--- config.mk ---
export PLATFORM = sky130hd
export DESIGN_NAME = imm_gen_pipe
export DESIGN_NICKNAME = d
export VERILOG_FILES = /design/src/rtl/imm_gen_pipe.sv
export SDC_FILE = /design/constraint.sdc
export NUM_CORES = 1
export LEC_CHECK = 0
export CAP_MARGIN = 10
export CORE_MARGIN = 5
export CORE_UTILIZATION = 51
export DETAILED_ROUTE_END_ITERATION = 12
export PLACE_DENSITY = 0.91
export SYNTH_ARGS = -nofsm -noshare
export SYNTH_HDL_FRONTEND = slang
export SYNTH_SLANG_ARGS = --single-unit
--- constraint.sdc ---
create_clock -name clk -period 2.1 [get_ports clk]
set_input_delay 0.63 -clock clk [delete_from_list [all_inputs] [get_ports clk]]
set_output_delay 0.63 -clock clk [all_outputs]
set_load 0.05 [all_outputs]
--- src/rtl/imm_gen_pipe.sv ---
// -----------------------------------------------------------------------------
// imm_gen_pipe
//   Decodes the immediate field of a RISC-V instruction word and buffers the
//   extended result, together with a sideband tag, in a 2-entry FIFO with a
//   valid/ready handshake on both sides.
//
// Parameters
//   DATA_WIDTH    : extended immediate width (32 or 64)
//   IMM_SRC_WIDTH : immediate-format selector width
//   TAG_WIDTH     : sideband tag width
//   CNT_WIDTH     : illegal-format counter width
//
// Ports
//   clk        in   clock, rising edge
//   rst_n      in   asynchronous active-low reset
//   Instr      in   instruction word
//   ImmSrc     in   immediate format select
//   TagIn      in   tag travelling with Instr
//   InValid    in   request valid
//   InReady    out  block can accept (registered, gated only by Flush)
//   Flush      in   synchronous discard of all buffered entries
//   ImmOp      out  extended immediate of the head entry (0 when empty)
//   TagOut     out  tag of the head entry (0 when empty)
//   OutValid   out  head entry valid
//   OutReady   in   consumer accepts
//   IllegalCnt out  saturating count of accepted illegal formats
// -----------------------------------------------------------------------------
module imm_gen_pipe #(
  parameter int DATA_WIDTH    = 32,
  parameter int IMM_SRC_WIDTH = 3,
  parameter int TAG_WIDTH     = 5,
  parameter int CNT_WIDTH     = 8
) (
  input  logic                     clk,
  input  logic                     rst_n,
  input  logic [31:0]              Instr,
  input  logic [IMM_SRC_WIDTH-1:0] ImmSrc,
  input  logic [TAG_WIDTH-1:0]     TagIn,
  input  logic                     InValid,
  output logic                     InReady,
  input  logic                     Flush,
  output logic [DATA_WIDTH-1:0]    ImmOp,
  output logic [TAG_WIDTH-1:0]     TagOut,
  output logic                     OutValid,
  input  logic                     OutReady,
  output logic [CNT_WIDTH-1:0]     IllegalCnt
);

  // Buffer occupancy
  typedef enum logic [1:0] {
    S_EMPTY = 2'd0,
    S_ONE   = 2'd1,
    S_FULL  = 2'd2
  } occ_t;

  occ_t                  r_state;
  logic                  r_in_ready;
  logic [DATA_WIDTH-1:0] r_imm0;
  logic [DATA_WIDTH-1:0] r_imm1;
  logic [TAG_WIDTH-1:0]  r_tag0;
  logic [TAG_WIDTH-1:0]  r_tag1;
  logic [CNT_WIDTH-1:0]  r_illegal_cnt;

  logic [DATA_WIDTH-1:0] w_imm;
  logic                  w_illegal;
  logic                  w_shamt_hi;
  logic                  w_push;
  logic                  w_pop;
  logic                  w_unused_opcode;

  // The opcode field carries no immediate bits
  assign w_unused_opcode = ^Instr[6:0];

  // Shift amounts are 6 bits wide only on a 64-bit datapath
  assign w_shamt_hi = (DATA_WIDTH == 64) ? Instr[25] : 1'b0;

  // ---------------------------------------------------------------------------
  // Immediate decode (before storage). Replication counts are chosen so that
  // every one is at least 1 for both legal DATA_WIDTH values; U-type uses
  // Instr[31] as its own sign bit plus the replicated extension.
  // ---------------------------------------------------------------------------
  always_comb begin
    w_imm     = '0;
    w_illegal = 1'b0;
    case (ImmSrc)
      IMM_SRC_WIDTH'(0): // I
        w_imm = {{(DATA_WIDTH-12){Instr[31]}}, Instr[31:20]};
      IMM_SRC_WIDTH'(1): // S
        w_imm = {{(DATA_WIDTH-12){Instr[31]}}, Instr[31:25], Instr[11:7]};
      IMM_SRC_WIDTH'(2): // B
        w_imm = {{(DATA_WIDTH-12){Instr[31]}}, Instr[7], Instr[30:25],
                 Instr[11:8], 1'b0};
      IMM_SRC_WIDTH'(3): // U
        w_imm = {{(DATA_WIDTH-31){Instr[31]}}, Instr[30:12], 12'b0};
      IMM_SRC_WIDTH'(4): // J
        w_imm = {{(DATA_WIDTH-20){Instr[31]}}, Instr[19:12], Instr[20],
                 Instr[30:21], 1'b0};
      IMM_SRC_WIDTH'(5): // CSR zimm
        w_imm = {{(DATA_WIDTH-5){1'b0}}, Instr[19:15]};
      IMM_SRC_WIDTH'(6): // shamt
        w_imm = {{(DATA_WIDTH-6){1'b0}}, w_shamt_hi, Instr[24:20]};
      default: begin
        w_imm     = '0;
        w_illegal = 1'b1;
      end
    endcase
  end

  // ---------------------------------------------------------------------------
  // Handshake. InReady is a register gated only by Flush, so there is no
  // combinational path from OutReady or InValid.
  // ---------------------------------------------------------------------------
  assign InReady  = r_in_ready & ~Flush;
  assign OutValid = (r_state != S_EMPTY);
  assign w_push   = InValid & InReady;
  assign w_pop    = OutValid & OutReady;

  // Slot 0 is always the head; it is cleared whenever it becomes empty so the
  // outputs read 0 without extra gating.
  assign ImmOp      = r_imm0;
  assign TagOut     = r_tag0;
  assign IllegalCnt = r_illegal_cnt;

  // ---------------------------------------------------------------------------
  // Two-entry buffer
  // ---------------------------------------------------------------------------
  always_ff @(posedge clk or negedge rst_n) begin
    if (!rst_n) begin
      r_state    <= S_EMPTY;
      r_in_ready <= 1'b0;
      r_imm0     <= '0;
      r_imm1     <= '0;
      r_tag0     <= '0;
      r_tag1     <= '0;
    end else begin
      // Ready next cycle unless the buffer ends up full
      r_in_ready <= 1'b1;
      if (Flush) begin
        r_state <= S_EMPTY;
        r_imm0  <= '0;
        r_imm1  <= '0;
        r_tag0  <= '0;
        r_tag1  <= '0;
      end else begin
        case (r_state)
          S_EMPTY: begin
            if (w_push) begin
              r_imm0  <= w_imm;
              r_tag0  <= TagIn;
              r_state <= S_ONE;
            end
          end
          S_ONE: begin
            if (w_push && w_pop) begin
              r_imm0 <= w_imm;
              r_tag0 <= TagIn;
            end else if (w_push) begin
              r_imm1     <= w_imm;
              r_tag1     <= TagIn;
              r_state    <= S_FULL;
              r_in_ready <= 1'b0;
            end else if (w_pop) begin
              r_imm0  <= '0;
              r_tag0  <= '0;
              r_state <= S_EMPTY;
            end
          end
          S_FULL: begin
            // No push possible while full
            if (w_pop) begin
              r_imm0  <= r_imm1;
              r_tag0  <= r_tag1;
              r_imm1  <= '0;
              r_tag1  <= '0;
              r_state <= S_ONE;
            end else begin
              r_in_ready <= 1'b0;
            end
          end
          default: begin
            r_state <= S_EMPTY;
            r_imm0  <= '0;
            r_imm1  <= '0;
            r_tag0  <= '0;
            r_tag1  <= '0;
          end
        endcase
      end
    end
  end

  // ---------------------------------------------------------------------------
  // Saturating illegal-format counter (push is already blocked during Flush)
  // ---------------------------------------------------------------------------
  always_ff @(posedge clk or negedge rst_n) begin
    if (!rst_n) begin
      r_illegal_cnt <= '0;
    end else if (w_push && w_illegal && (r_illegal_cnt != '1)) begin
      r_illegal_cnt <= r_illegal_cnt + 1'b1;
    end
  end

endmodule
==> out/qor.txt <==
Reg clk slew, reported paths: 0.09 ns
CTS Sinks: 85
RSZ-0062 raised after global routing: yes
post-synthesis sequential area ratio: 49.9%
Worst path slowest cell: or4bb_4
Initial Utilization: 52.1%
Setup violations, final: 0
Seq cells post-synth: 85
FMAX: 484 MHz
worst slew pin tran: 0.676 ns
Antenna Cells: 0
DR WL/cell: 18.9 um
die height: 101 um
Core Region: 8180 um^2
die span in x: 101 um
Yosys warnings: 0
kind of critical path: reg2reg
status: finished clean
GRT Util Overall: 22.9%
PortBufs: 84
most used cell, CP: buf_4
I/O Pins: 92
clk root buf: clkbuf_8
Clock Latency Late Sink: 0.36 ns
Mean Syn Cell Area: 11.1 um^2
top cells by area, synth: dfrtp_1 (50%), a221o_1 (5.2%), o2bb2ai_2 (3.5%)
total gr overflow: 0
Worst EP required: 2.40 ns
initial antenna violation count: 0
Layout fillers: 543
Async S/R FF share, synth: 100%
FF/Latch Area: 2130 um^2
DRC errors left: 0
CP delay by family, top: simple AND/OR/NAND/NOR gates
largest net degree at the start of global routing: 45
Total Power: 5.47 mW
Syn Nets: 434
vias in the first global route: 3793
max-slew violation count: 0
Synth Cell Area: 4260 um^2
multi-input logic area: 1980 um^2
leading register cell type out of synthesis: dfrtp_1
Synth area leader: dfrtp_1
critical path peak fanout: 6
Min Clock Period, post-route: 2.07 ns
TritonRoute pass-1 iters: 7
DR vias: 3823
max-cap violations: 0
ratio of cells with drive above 1 in the final layout: 31.8%
site row count: 33
Syn-to-layout area delta: 37.2%
worst path cell trace: buf_4 -> ha_2 -> or4bb_4 -> buf_6 -> a211oi_2 -> buf_4 -> and2_1 -> a221o_1
fin nets: 561
Finished Cell Area: 5850 um^2
Final HPWL DP: 8.33 mm
Gate Count Post-Synth: 384
die area: 10300 um^2
leakage power: 2.72 nW
setup_tns: 0 ns
CTS tree: done
WL final: 11.7 mm
CTS Buffer Depth: 2
Via density: 6.16
share of the synthesized area in the top cell type: 49.9%
post-place instance area: 5490 um^2
Post-synth EDFFs: 0
first-pass GRT wire length: 18.5 mm
WP data arrival: 2.36 ns
final hold vios: 0
critical path capture point type: flip-flop
min-delay worst type: in2async
Cell Pwr Density: 935 nW/um^2
Distinct cells, synth: 59
CTS H-Tree Depth: 3
maximum VDD drop: 0.000634 V
clock skew: 0.00516 ns
max_slew headroom: 54.7%
post-route ant nets: 0
CP startpoint kind: flip-flop
total CTS buffers: 9
GP Congestion: 0.861
CP max stage delay: 0.54 ns
critical path buffer and inverter count: 3
Post-CTS Hold Fix Bufs: 0
period utilization: 98.4%
initial drt markers: 286
## layout make-up
type                            count  area share, %
Sequential cell                    85           36.4
Multi-Input combinational cell    242           33.9
Timing Repair Buffer              149           22.4
Tap cell                          105           2.25
Clock buffer                       10           2.18
Inverter                           24           1.60
Clock inverter                      6           1.20
## sequential cells by signal (all words and copies together), names as in the netlist
name	count
ImmOp	32
r_state	2
r_imm1	32
TagOut	5
r_tag1	5
r_in_ready	1
IllegalCnt	8
## metal layers
layer / vias up / global-route usage (%) / part of all wire, % / wire length (um)
met5: - / 0 / 0 / 0
met4: 0 / 9.71 / 3.2 / 376
met3: 31 / 4.55 / 7.0 / 821
met2: 189 / 38.0 / 50 / 5880
met1: 1884 / 29.1 / 40 / 4660
li1: 1719 / - / - / -
## timing repair
| item | 4_1_cts | 5_1_grt |
|---|---|---|
| pin swaps | 1 | 7 |
| setup buffers | 2 | 5 |
| setup endpoints to repair | 50 | 34 |
| resized for setup | 14 | 18 |
## report_power, final
| group | total (mW) | internal, mW | switching (mW) |
|---|---|---|---|
| Sequential | 1.93 | 1.80 | 0.131 |
| Combinational | 2.35 | 0.941 | 1.41 |
| Clock | 1.19 | 0.559 | 0.628 |
## final timing paths
kind                                  from   endpoint  slack [ns]  depth (start not counted)
worst max-delay path            r_state[1]   ImmOp[5]        0.03                          8
worst min-delay path                 rst_n   ImmOp[0]        0.18                          1
worst max register to register  r_state[1]   ImmOp[5]        0.03                          8
worst min register to register  r_imm1[26]  ImmOp[26]        0.50                          2
max in group asynchronous            rst_n   ImmOp[1]        1.36                          2
min in group clk                r_imm1[26]  ImmOp[26]        0.50                          2
## synthesized netlist by cell type (2+ instances only)
library cell / n
dfrtp_1: 85
inv_1: 24
nor2_1: 23
a221o_1: 22
nand2_1: 20
clkbuf_1: 17
a22o_1: 16
o221ai_1: 15
o2bb2ai_1: 15
a21oi_1: 14
buf_2: 13
nor4bb_1: 11
o2bb2ai_2: 10
and4b_1: 8
nor4_1: 8
nor2b_1: 7
xor2_1: 7
and2_1: 6
ha_1: 5
nand3_1: 5
a222oi_1: 4
o21ai_0: 4
nor3b_1: 3
and2_0: 2
and3_1: 2
buf_6: 2
nand4_1: 2
nor3_1: 2
or3b_1: 2
## kinds of logic (layout without fill, tap and decap cells)
kind of cell,count (synthesis),after routing,share of synthesized area (%)
AND/OR/NAND/NOR,114,114,16.6
adder cells (fa/ha/maj),6,6,1.70
XOR/XNOR,8,8,1.64
buffers and inverters,57,189,5.76
AO/OA/AOI/OAI,112,112,23.9
multiplexers,2,2,0.499
flip-flops,85,85,49.9
## through the flow
stage,hold slack (ns),util [%],setup WS (ns),cells
final,0.184,71.5,0.0332,621
after global placement,0.469,67.2,-0.543,598
after CTS,0.184,70.2,0.00209,616
after global routing,0.193,71.5,-0.0326,621
after floorplan,0.334,-,0.105,384
after detailed placement,0.473,67.2,-0.557,598
## cells in the final DEF, fill, tap and decap left out, drive strengths merged, types with 4 or more instances in the layout
cell | netlist | layout
clkbuf | 17 | 10
xor2 | 7 | 7
o2bb2ai | 25 | 25
ha | 5 | 5
o221ai | 15 | 15
dfrtp | 85 | 85
nor2b | 7 | 7
and4b | 8 | 8
nor4 | 8 | 8
clkdlybuf4s50 | 0 | 31
a22o | 16 | 16
o21ai | 4 | 4
nor2 | 24 | 24
nand2 | 20 | 20
buf | 16 | 113
clkinvlp | 0 | 4
a222oi | 4 | 4
a21oi | 14 | 14
inv | 24 | 25
nor4bb | 11 | 11
nand3 | 5 | 5
and2 | 8 | 8
a221o | 22 | 22
No activity file was read; power rests on OpenSTA's default activity.
